File: src/rtl/uart_boot_loader.sv
// Host-command boot engine: parses LOAD/START/DUMP from the UART byte stream and drives
// the memory port, with range checking, checksum reporting and inter-byte timeout.
module uart_boot_loader #(
  parameter int unsigned WORD_BYTES     = 4,
  parameter int unsigned ADDR_W         = 32,
  parameter logic [ADDR_W-1:0] MEM_BASE = 'h400,
  parameter int unsigned MEM_WORDS      = 4096,
  parameter int unsigned TIMEOUT_CYCLES = 2500000
) (
  input  logic                    i_clk,
  input  logic                    i_rst,
  input  logic [7:0]              i_rx_byte,
  input  logic                    i_rx_valid,
  output logic [7:0]              o_tx_byte,
  output logic                    o_tx_valid,
  input  logic                    i_tx_ack,
  output logic [ADDR_W-1:0]       o_mem_addr,
  output logic [8*WORD_BYTES-1:0] o_mem_wdata,
  output logic                    o_mem_we,
  output logic                    o_mem_re,
  input  logic                    i_mem_ack,
  input  logic [8*WORD_BYTES-1:0] i_mem_rdata,
  output logic                    o_start,
  output logic [ADDR_W-1:0]       o_start_addr,
  output logic                    o_busy,
  output logic                    o_overrun,
  output logic                    o_timeout
);

  localparam int unsigned WW     = 8 * WORD_BYTES;
  localparam int unsigned RW     = ADDR_W + 4;
  localparam int unsigned TW     = $clog2(TIMEOUT_CYCLES + 1);
  localparam int unsigned CHUNKS = (WORD_BYTES + 3) / 4;
  localparam int unsigned PW     = CHUNKS * 32;
  localparam logic [RW-1:0] LIMIT = RW'(MEM_BASE) + RW'(MEM_WORDS) * RW'(WORD_BYTES);

  typedef enum logic [3:0] {
    StIdle, StLSize, StLAddr, StLCsum, StLData, StLWrite, StStatus,
    StSAddr, StSFire, StDSize, StDAddr, StDRead, StDSend, StDCsum
  } state_e;

  state_e            state_q, state_d;
  logic [2:0]        byte_cnt_q, byte_cnt_d;
  logic [23:0]       field_q, field_d;
  logic [ADDR_W-1:0] size_q, size_d;
  logic [ADDR_W-1:0] cur_addr_q, cur_addr_d;
  logic [ADDR_W-1:0] words_left_q, words_left_d;
  logic [31:0]       csum_exp_q, csum_exp_d;
  logic [31:0]       csum_acc_q, csum_acc_d;
  logic [WW-1:0]     word_buf_q, word_buf_d;
  logic [7:0]        status_q, status_d;
  logic              overrun_q, overrun_d;
  logic              timeout_q, timeout_d;
  logic [ADDR_W-1:0] start_addr_q, start_addr_d;
  logic [TW-1:0]     tmo_cnt_q, tmo_cnt_d;

  logic [31:0]       rx_field;
  logic [ADDR_W-1:0] rx_addr;
  logic [RW-1:0]     span_end;
  logic              range_ok;
  logic              last4;
  logic              timed;
  logic              rx_blocked;
  logic              tmo_hit;

  // Wide words fold into the 32-bit checksum as a sum of their 32-bit chunks.
  function automatic logic [31:0] word_sum(input logic [WW-1:0] w);
    logic [PW-1:0] p;
    logic [31:0]   s;
    p = PW'(w);
    s = '0;
    for (int i = 0; i < int'(CHUNKS); i++) s += p[i*32 +: 32];
    return s;
  endfunction

  assign rx_field = {i_rx_byte, field_q};
  assign rx_addr  = ADDR_W'(rx_field);
  assign span_end = RW'(rx_addr) + RW'(size_q) * RW'(WORD_BYTES);
  assign range_ok = (size_q != '0) && ((rx_addr & ADDR_W'(WORD_BYTES - 1)) == '0) &&
                    (rx_addr >= MEM_BASE) && (span_end <= LIMIT);
  assign last4    = (byte_cnt_q == 3'd3);

  assign timed = (state_q == StLSize) || (state_q == StLAddr) || (state_q == StLCsum) ||
                 (state_q == StLData) || (state_q == StSAddr) || (state_q == StDSize) ||
                 (state_q == StDAddr);
  assign rx_blocked = !timed && (state_q != StIdle);
  assign tmo_hit    = timed && !i_rx_valid && (tmo_cnt_q == TW'(TIMEOUT_CYCLES - 1));

  always_comb begin
    state_d      = state_q;
    byte_cnt_d   = byte_cnt_q;
    field_d      = field_q;
    size_d       = size_q;
    cur_addr_d   = cur_addr_q;
    words_left_d = words_left_q;
    csum_exp_d   = csum_exp_q;
    csum_acc_d   = csum_acc_q;
    word_buf_d   = word_buf_q;
    status_d     = status_q;
    overrun_d    = overrun_q;
    timeout_d    = 1'b0;
    start_addr_d = start_addr_q;
    tmo_cnt_d    = (!timed || i_rx_valid || tmo_hit) ? '0 : tmo_cnt_q + TW'(1);

    case (state_q)
      StIdle: begin
        if (i_rx_valid) begin
          byte_cnt_d = '0;
          overrun_d  = 1'b0;
          case (i_rx_byte)
            8'h10:   state_d = StLSize;
            8'h20:   state_d = StSAddr;
            8'h30:   state_d = StDSize;
            default: begin
              status_d = 8'h02;
              state_d  = StStatus;
            end
          endcase
        end
      end
      StLSize, StDSize: begin
        if (i_rx_valid) begin
          field_d    = rx_field[31:8];
          byte_cnt_d = byte_cnt_q + 3'd1;
          if (last4) begin
            size_d     = ADDR_W'(rx_field);
            byte_cnt_d = '0;
            state_d    = (state_q == StLSize) ? StLAddr : StDAddr;
          end
        end
      end
      StLAddr, StDAddr: begin
        if (i_rx_valid) begin
          field_d    = rx_field[31:8];
          byte_cnt_d = byte_cnt_q + 3'd1;
          if (last4) begin
            byte_cnt_d = '0;
            if (!range_ok) begin
              status_d = 8'h02;
              state_d  = StStatus;
            end else begin
              cur_addr_d   = rx_addr;
              words_left_d = size_q;
              csum_acc_d   = '0;
              state_d      = (state_q == StLAddr) ? StLCsum : StDRead;
            end
          end
        end
      end
      StLCsum: begin
        if (i_rx_valid) begin
          field_d    = rx_field[31:8];
          byte_cnt_d = byte_cnt_q + 3'd1;
          if (last4) begin
            csum_exp_d = rx_field;
            byte_cnt_d = '0;
            state_d    = StLData;
          end
        end
      end
      StLData: begin
        if (i_rx_valid) begin
          word_buf_d[{byte_cnt_q, 3'b000} +: 8] = i_rx_byte;
          byte_cnt_d = byte_cnt_q + 3'd1;
          if (byte_cnt_q == 3'(WORD_BYTES - 1)) begin
            byte_cnt_d = '0;
            state_d    = StLWrite;
          end
        end
      end
      StLWrite: begin
        if (i_mem_ack) begin
          cur_addr_d   = cur_addr_q + ADDR_W'(WORD_BYTES);
          csum_acc_d   = csum_acc_q + word_sum(word_buf_q);
          words_left_d = words_left_q - ADDR_W'(1);
          if (words_left_q == ADDR_W'(1)) begin
            status_d = (csum_acc_d == csum_exp_q) ? 8'h01 : 8'h00;
            state_d  = StStatus;
          end else begin
            state_d = StLData;
          end
        end
      end
      StStatus: begin
        if (i_tx_ack) state_d = StIdle;
      end
      StSAddr: begin
        if (i_rx_valid) begin
          field_d    = rx_field[31:8];
          byte_cnt_d = byte_cnt_q + 3'd1;
          if (last4) begin
            start_addr_d = rx_addr;
            byte_cnt_d   = '0;
            state_d      = StSFire;
          end
        end
      end
      StSFire: state_d = StIdle;
      StDRead: begin
        if (i_mem_ack) begin
          word_buf_d = i_mem_rdata;
          csum_acc_d = csum_acc_q + word_sum(i_mem_rdata);
          byte_cnt_d = '0;
          state_d    = StDSend;
        end
      end
      StDSend: begin
        if (i_tx_ack) begin
          byte_cnt_d = byte_cnt_q + 3'd1;
          if (byte_cnt_q == 3'(WORD_BYTES - 1)) begin
            byte_cnt_d = '0;
            if (words_left_q == ADDR_W'(1)) begin
              state_d = StDCsum;
            end else begin
              cur_addr_d   = cur_addr_q + ADDR_W'(WORD_BYTES);
              words_left_d = words_left_q - ADDR_W'(1);
              state_d      = StDRead;
            end
          end
        end
      end
      StDCsum: begin
        if (i_tx_ack) begin
          byte_cnt_d = byte_cnt_q + 3'd1;
          if (last4) begin
            byte_cnt_d = '0;
            state_d    = StIdle;
          end
        end
      end
      default: state_d = StIdle;
    endcase

    if (i_rx_valid && rx_blocked) overrun_d = 1'b1;

    // An arriving byte always beats counter expiry, so tmo_hit already excludes it.
    if (tmo_hit) begin
      state_d    = StIdle;
      byte_cnt_d = '0;
      timeout_d  = 1'b1;
    end
  end

  always_ff @(posedge i_clk) begin
    if (i_rst) begin
      state_q      <= StIdle;
      byte_cnt_q   <= '0;
      field_q      <= '0;
      size_q       <= '0;
      cur_addr_q   <= '0;
      words_left_q <= '0;
      csum_exp_q   <= '0;
      csum_acc_q   <= '0;
      word_buf_q   <= '0;
      status_q     <= '0;
      overrun_q    <= 1'b0;
      timeout_q    <= 1'b0;
      start_addr_q <= '0;
      tmo_cnt_q    <= '0;
    end else begin
      state_q      <= state_d;
      byte_cnt_q   <= byte_cnt_d;
      field_q      <= field_d;
      size_q       <= size_d;
      cur_addr_q   <= cur_addr_d;
      words_left_q <= words_left_d;
      csum_exp_q   <= csum_exp_d;
      csum_acc_q   <= csum_acc_d;
      word_buf_q   <= word_buf_d;
      status_q     <= status_d;
      overrun_q    <= overrun_d;
      timeout_q    <= timeout_d;
      start_addr_q <= start_addr_d;
      tmo_cnt_q    <= tmo_cnt_d;
    end
  end

  always_comb begin
    o_tx_valid = 1'b0;
    o_tx_byte  = 8'h00;
    case (state_q)
      StStatus: begin
        o_tx_valid = 1'b1;
        o_tx_byte  = status_q;
      end
      StDSend: begin
        o_tx_valid = 1'b1;
        o_tx_byte  = word_buf_q[{byte_cnt_q, 3'b000} +: 8];
      end
      StDCsum: begin
        o_tx_valid = 1'b1;
        o_tx_byte  = csum_acc_q[{byte_cnt_q[1:0], 3'b000} +: 8];
      end
      default: ;
    endcase
  end

  assign o_mem_addr   = cur_addr_q;
  assign o_mem_wdata  = word_buf_q;
  assign o_mem_we     = (state_q == StLWrite);
  assign o_mem_re     = (state_q == StDRead);
  assign o_start      = (state_q == StSFire);
  assign o_start_addr = start_addr_q;
  assign o_busy       = (state_q != StIdle);
  assign o_overrun    = overrun_q;
  assign o_timeout    = timeout_q;

endmodule

File: config.mk
export PLATFORM = sky130hd
export DESIGN_NAME = uart_boot_loader
export DESIGN_NICKNAME = d
export VERILOG_FILES = /design/src/rtl/uart_boot_loader.sv
export SDC_FILE = /design/constraint.sdc
export NUM_CORES = 1
export LEC_CHECK = 0
export CAP_MARGIN = 20
export CORE_ASPECT_RATIO = 0.8
export CORE_MARGIN = 8
export CORE_UTILIZATION = 30
export DETAILED_ROUTE_END_ITERATION = 10
export GPL_TIMING_DRIVEN = 0
export REMOVE_ABC_BUFFERS = 1
export SYNTH_ARGS = -nofsm -noshare
export SYNTH_HDL_FRONTEND = slang
export SYNTH_SLANG_ARGS = --single-unit
File: constraint.sdc
create_clock -name i_clk -period 12.05 [get_ports i_clk]
set_clock_uncertainty 0.1 [all_clocks]
set_input_delay 2.41 -clock i_clk [delete_from_list [all_inputs] [get_ports i_clk]]
set_output_delay 2.41 -clock i_clk [all_outputs]
set_load 0.02 [all_outputs]
# Word-level counts from Yosys, hierarchy flattened

Index checks and enable logic that the tools add are counted.

Bits of input ports: 45
Register bits after elaboration: 287

Eq/ne operators: 45
Reductions and logical operators: 48
Muxes and demuxes: 72
Add/subtract/negate cells: 8
Shift-type cells: 4
Magnitude comparators: 2

Operator list:

| cell                   | count |
|---|---|
| $mux 32                | 21 |
| $pmux 32 s3            | 3 |
| $mux 4                 | 21 |
| $add 32x32->32         | 2 |
| $pmux 32 s2            | 1 |
| $mux 8                 | 7 |
| $pmux 8 s3             | 2 |
| $pmux 4 s11            | 1 |
| $ne 2x2->1 const B     | 20 |
| $add 32x34->35         | 1 |
| $le 35x15->1 const B   | 1 |
| $add 32x3->32 const B  | 1 |
| $bwmux 32              | 1 |
| $eq 32x1->1 const B    | 1 |
| $eq 32x32->1           | 1 |
| $ge 32x11->1 const B   | 1 |
| $logic_not 32->1       | 1 |
| $reduce_bool 32->1     | 1 |
| $shift 8x8->32 const A | 1 |
| $shiftx 32x6->8        | 1 |
| $shiftx 32x7->8        | 1 |
| $shiftx 8x8->32        | 1 |
| $sub 32x1->32 const B  | 1 |
| $eq 4x4->1 const B     | 6 |
| 33 further kinds       | 81 |

# Depth between registers and ports, before layout

Gate-level depths: netlist of the first run.

Depth in word-level cells: 12
Mapped depth: 15
Gate-level depth less buffers: 14

# Least setup slack after synthesis of the first run

No wires, ideal clock.

Kind: input-to-reg
From: in i_rx_byte[2]
To: reg csum_acc_q[16]
Setup slack: 6293 ps
Stages: 15
Arrival: 5525 ps
Data required time: 11818 ps
Cells stage by stage: ha_1 clkbuf_1 a211oi_1 o21ai_0 o2111ai_1 o21ai_0 or4b_1 nor4b_1 nor4b_2 nand4_1 or3_4 buf_6 buf_6 a211oi_1 nor3_1

Cells in the longest elaborated chain, start to end: 5

Ends and longest elaborated chain:

| element                                                  | RTL line | RTL |
|---|---|---|
| from (decl)                                              | 12       | `input logic [7:0] i_rx_byte,` |
| $add 32x34->35 / $ge 32x11->1 (equally long branches)    | 78, 80   |  |
| $le 35x15->1 / $logic_and 1x1->1 (equally long branches) | 80, 79   |  |
| $logic_and 1x1->1 *                                      | 80       | `(rx_addr >= MEM_BASE) && (span_end <= LIMIT);` |
| $ne 2x2->1 (no line) *                                   | -        |  |
| $reduce_and 6->1 (no line) *                             | -        |  |
| to (signal assigned)                                     | 268      | `csum_acc_q <= csum_acc_d;` |
| to (decl)                                                | 49       | `logic [31:0] csum_acc_q, csum_acc_d;` |

Mark *: on every way between the ends. The rest lies on a longest branch, timed or not.
A chain may end at the register's enable or synchronous reset.

# Worst setup path in the final report of the first run

From: in i_rx_byte[7]
To: reg words_left_q[17]

Cells in the longest elaborated chain, start to end: 5

Ends and longest elaborated chain:

| element                                                  | RTL line | RTL |
|---|---|---|
| $add 32x34->35 / $ge 32x11->1 (equally long branches)    | 78, 80   |  |
| $le 35x15->1 / $logic_and 1x1->1 (equally long branches) | 80, 79   |  |
| $logic_and 1x1->1 *                                      | 80       |  |
| $ne 2x2->1 (no line) *                                   | -        |  |
| $reduce_and 8->1 (no line) *                             | -        |  |
| to (signal assigned)                                     | 266      | `words_left_q <= words_left_d;` |
| to (decl)                                                | 47       | `logic [ADDR_W-1:0] words_left_q, words_left_d;` |

Marks and branches as above.

==> metrics, run 1 <==
P&R area growth vs syn 18.9%; reg2reg start field_q[8]; CP Launch Type input port; CP arrival between 8 and 9 ns; CP Capture Type register; #FFs+latches synth 281; Post-synth ARST share 0%; clk buf depth 3; post_cts resized 0; DRT Wirelength around 78000 um; Core ar. 0.0654 mm2; Nets 2821; Synth top area share 28.5%; die height 245 um; met2 usage 28.0%; worst hold path depth 2; FF-to-FF path depth 12; routed vias 20600; dpl ws 3.39 ns; initial antenna violation count 4; placed cells 3492; worst-path cell chain clkdlybuf4s50_1 -> ha_1 -> and3b_1 -> a2111oi_0 -> o21ai_1 -> nor4_2 -> or4b_1 -> nor4b_1 -> nor4b_2 -> nand4_1 -> or3_4 -> nand2_1 -> a221oi_1; ys flop type dfxtp_1; Final Non-Filler Cells 3560; GR Util met1 30.1%; detail-routed net length per standard cell ~22 um; GRT overflow 0; Worst EP required 12.32 ns; clk sink count between 200 and 300; Fin Setup TNS 0 ns; Die W 303 um; fin worst setup slack 3.83 ns; first-pass detailed-route iteration total 6; Tmin final 8.22 ns; Final Hold Fails 0; share of layout cells above drive strength 1 5.37%; first-pass GRT wire length ~120000 um; Synth warnings 0; mapped cell area 0.0197 mm2; DRC errors left 0; Mapped Cells 2635; Worst-path clk slew roughly 0.060 ns; MaxCap Viol Count 0; FF-to-FF setup slack 5.67 ns; Slew Limit Fails 0; Min-Delay Path Class register to register; # setup viols final 0; Final ANT Viol Nets 0; slowest stage cell, crit path clkdlybuf4s50_1; vias in the first global route 18500; Slew headroom 19.9%; slowest cell delay on critical path a little over 1 ns; die area approximately 0.074 mm2; GR Util met3 under 10%; maximum resistive drop on vdd 0.0680 mV; sequential share of the synthesized area 28.5%; All-Layer GR Usage 20.1%; delay-heaviest family, CP simple AND/OR/NAND/NOR gates; Final period util 68.2%; clk_lat worst skew approximately 0.56 ns; hold_sp o_start_addr[21]; input/output buffers between 150 and 200; Rows 84; setup bufs post-CTS 0; Max Clk Rate 122 MHz; Inserted Clock Buffers 34; worst slew pin tran around 1.2 ns; via-per-instance ratio 5.79; placer congestion estimate 0.940; Root Driver clkbuf_16; commonest cells in the netlist nand2_1, a21oi_1, dfxtp_1, nor2_1, clkbuf_1; initial core utilization 30.2%; power consumption 2970 uW; largest net degree at the start of global routing around 130; synth top area cells dfxtp_1, nand2_1, a21oi_1; cell with the most instances after synthesis nand2_1; power per cell area 127 mW/mm2; Setup crit start i_rx_byte[7]; Hold Buf Count CTS 0; RSZ-0062 raised after global routing false; dominant cell type by area after synthesis dfxtp_1; grt peak-use layer met1; crit path max fanout 57; static leakage 0.00843 uW; TritonCTS clock tree done; # IOs 156; RR Endpoint words_left_q[17]; Hold Path Sink o_start_addr[21]; Netlist cell types 88; H-Tree Depth 2; synthesized area per cell around 7.5 um2; Post-synth EDFFs 0; initial drt markers 2483; dpl hpwl 56500 um; WS Path Type input port to register; WP buf/inv 1; run status finished, final reports clean
==> flip-flops by register name, indices dropped and copies added (netlist names), 2 cells and up <==
register and flops:
state_q 4, csum_exp_q 32, words_left_q 32, status_q 2, tmo_cnt_q 22, csum_acc_q 32
o_mem_addr 32, byte_cnt_q 3, o_mem_wdata 32, size_q 32, field_q 24, o_start_addr 32
==> worst register-to-register path: cells and delay by family, from the launching register on <==
kind	cells	cell delay, ns
fa+ha+maj	1	0.54
compound gates	7	2.24
simple gates	3	2.13
mux	1	0.42
flops	1	0.78
==> how the worst max path moves through the flow <==
| stage | depth (start not counted) | end | slack, ns |
|---|---|---|---|
| after floorplan | 12 | words_left_q[31] | 4.12 |
| after detailed placement | 13 | words_left_q[5] | 3.39 |
| after global placement | 4 | state_q[0] | -4.74 |
| after CTS | 13 | words_left_q[17] | 3.97 |
| after global routing | 11 | words_left_q[17] | 3.63 |
| final | 13 | words_left_q[17] | 3.83 |
==> metrics by stage <==
stage	hold slack (ns)	area [um2]	util, %
3_3_place_gp	0.342	21600	33.1
6_report	0.352	23500	35.9
3_5_place_dp	0.346	22200	34.0
5_1_grt	0.368	23500	35.9
2_1_floorplan	0.330	19000	-
4_1_cts	0.354	23400	35.8
==> layout by cell type (no fill, tap or decap), types with 16 or more instances in the layout <==
cell,Yosys,layout
a211oi_1,63,63
a21o_1,36,36
a21oi_1,296,293
a22oi_1,73,73
a31oi_1,22,22
a32o_1,18,18
and2_1,24,24
and3_1,35,35
clkbuf_16,0,37
clkdlybuf4s50_1,0,154
dfxtp_1,281,281
ha_1,101,101
inv_1,57,55
mux4_2,16,16
nand2_1,411,410
nand2b_1,17,17
nand3_1,58,58
nand4_1,36,36
nor2_1,242,239
nor3_1,90,89
nor4_1,40,40
o211ai_1,17,17
o21a_1,18,18
o21ai_0,73,73
o21bai_1,17,17
o22ai_1,35,35
o32ai_1,36,36
xnor2_1,62,62
xor2_1,41,41
==> logic make-up (layout without fill, tap and decap cells) <==
kind of cell	Yosys count	after routing	share of synthesized area, %
and+or+nand+nor	1029	1029	24.0
DFF	281	281	28.5
adders and majority gates	104	104	6.70
muxes	27	27	2.42
AOI/OAI and AO/OA	847	847	28.6
other	0	2	0
buffers and inverters	240	303	4.82
xor gates and xnor gates	107	107	5.04
==> area by class of cell <==
| cell class | count | area (um2) |
|---|---|---|
| clock buffer | 50 | 1020 |
| tap | 860 | 1080 |
| multi-input combinational | 2114 | 13300 |
| clock inverter | 12 | 169 |
| timing repair buffer | 184 | 2100 |
| inverter | 57 | 214 |
| antenna | 2 | 5.00 |
| sequential | 281 | 5630 |
| fill | 6881 | 41900 |
==> where the power goes <==
part | internal (uW) | switching, uW
Sequential | 965 | 112
Clock | 678 | 442
Combinational | 296 | 482
Total | 1940 | 1030
==> layer usage <==
layer,routed length (um),vias to the layer above
met2,31600,945
met4,1650,0
met1,36600,9729
met3,8110,102
met5,0,-
li1,-,9848
Note: power is estimated with default switching activity, not from simulation.
==> run 2, diff against run 1 <==
clock period = 7.4 ns   (was 12.05 ns; I/O delays follow)
==> run 2 against run 1 <==
Effect of this change: clock-buffer cell count is the same; via count grew 0.11%; total power grew 63%; register-to-register slack lost 4.5 ns; non-clock buffer count is the same; design area is essentially flat; global-route usage is the same; critical path depth shrank 2; sequential share of layout area is essentially flat.
==> metrics, run 2 (same netlist as run 1, synthesis figures left out) <==
CP Launch Type input port; power per cell area 206 mW/mm2; crit path max fanout 57; clk buf depth 3; DRC errors left 0; routed vias approximately 21000; Root Driver clkbuf_16; CP arrival between 7 and 8 ns; run status finished, final reports clean; # setup viols final 0; Inserted Clock Buffers 34; initial antenna violation count 4; Tmin final 7.12 ns; Nets 2821; die height 245 um; clk_lat worst skew between 0.5 and 0.6 ns; share of layout cells above drive strength 1 under 10%; placed cells 3492; initial drt markers 2656; # IOs about 160; Rows 84; via-per-instance ratio 5.80; Final Hold Fails 0; All-Layer GR Usage 20.1%; power consumption 4840 uW; Worst EP required 7.70 ns; vias in the first global route approximately 19000; Register Area 0.00563 mm2; clk sink count 281; largest net degree at the start of global routing 133; first-pass detailed-route iteration total 5; RSZ-0062 raised after global routing false; static leakage about 0.0084 uW; Worst-path clk slew 0.06 ns; GRT overflow 0; Final Non-Filler Cells 3560; filler cell count 6880; Min-Delay Path Class register to register; Placed Area 0.0222 mm2; Core ar. 0.0654 mm2; Fin Setup TNS 0 ns; worst slew pin tran 1.20 ns; Slew Limit Fails 0; initial core utilization between 30% and 40%; Final period util between 90% and 100%; WS Path Type input port to register; first-pass GRT wire length 118000 um; Max Clk Rate about 140 MHz; P&R area growth vs syn 18.9%; dpl hpwl 56500 um; MaxCap Viol Count 0; input/output buffers 155; design area 0.0235 mm2; Final ANT Viol Nets 0; multi-input logic area 0.0133 mm2; Slew headroom between 15 and 20%; Die W 303 um; placer congestion estimate ~0.94; CP Capture Type register; maximum resistive drop on vdd 0.110 mV; most frequent cells in the layout nand2_1, a21oi_1, dfxtp_1; H-Tree Depth 2; DRT Wirelength 77800 um; detail-routed net length per standard cell 21.8 um; TritonCTS clock tree done; most common cell after layout, fill and taps aside nand2_1; die area 0.0743 mm2
==> run 2: final timing paths <==
path                    start               end  slack [ns]  cells past startpoint
max              i_rx_byte[3]    csum_acc_q[12]        0.28                     11
min          o_start_addr[21]  o_start_addr[21]        0.35                      2
max reg2reg        field_q[8]    csum_acc_q[12]        1.20                     12
min reg2reg  o_start_addr[21]  o_start_addr[21]        0.35                      2
==> run 2: worst max-delay path, stage by stage <==
cell             delay [ns]
clkdlybuf4s50_1        1.06
ha_1                   0.84
nand4_1                0.28
a2111oi_1              0.76
or3_1                  0.23
o2111ai_1              0.11
a2111oi_0              0.42
nand4_1                0.40
or3_4                  0.84
nand2_1                0.77
a311oi_1               0.18
==> run 2: area by class of cell <==
| type | instances | area share (%) |
|---|---|---|
| multi-input combinational | 2114 | 56.5 |
| sequential | 281 | 24.0 |
| timing repair buffer | 184 | 8.95 |
| tap | 860 | 4.58 |
| clock buffer | 50 | 4.37 |
| inverter | 57 | 0.912 |
| clock inverter | 12 | 0.720 |
| antenna | 2 | 0.0213 |
==> run 2: what timing repair did <==
action,4_1_cts,5_1_grt
buffers inserted,0,0
hold buffers,0,0
gates resized for setup,0,1
setup endpoints to repair,0,8
==> run 2: through the flow <==
stage,util (%),setup WS (ns),hold slack [ns]
floorplan,-,0.400,0.330
global placement,33.1,-8.46,0.342
detailed placement,34.0,-0.325,0.346
CTS,35.8,0.246,0.354
global route,35.9,0.173,0.368
finish,35.9,0.284,0.353
==> run 2: power by group <==
group | total (uW) | switching [uW] | internal (uW) | leakage [uW]
clock network | 1820 | 720 | 1100 | 0.000582
registers | 1750 | 181 | 1570 | 0.00227
logic | 1270 | 784 | 482 | 0.00558
==> run 2: layer usage <==
metal	vias to the layer above	part of all wire (%)	wire length, um	GRT usage [%]
met5	-	0	0	0
met4	0	2.3	1790	5.21
met3	114	11	8230	4.93
met2	959	40	31400	28.0
met1	9725	47	36300	30.1
li1	9849	-	-	-
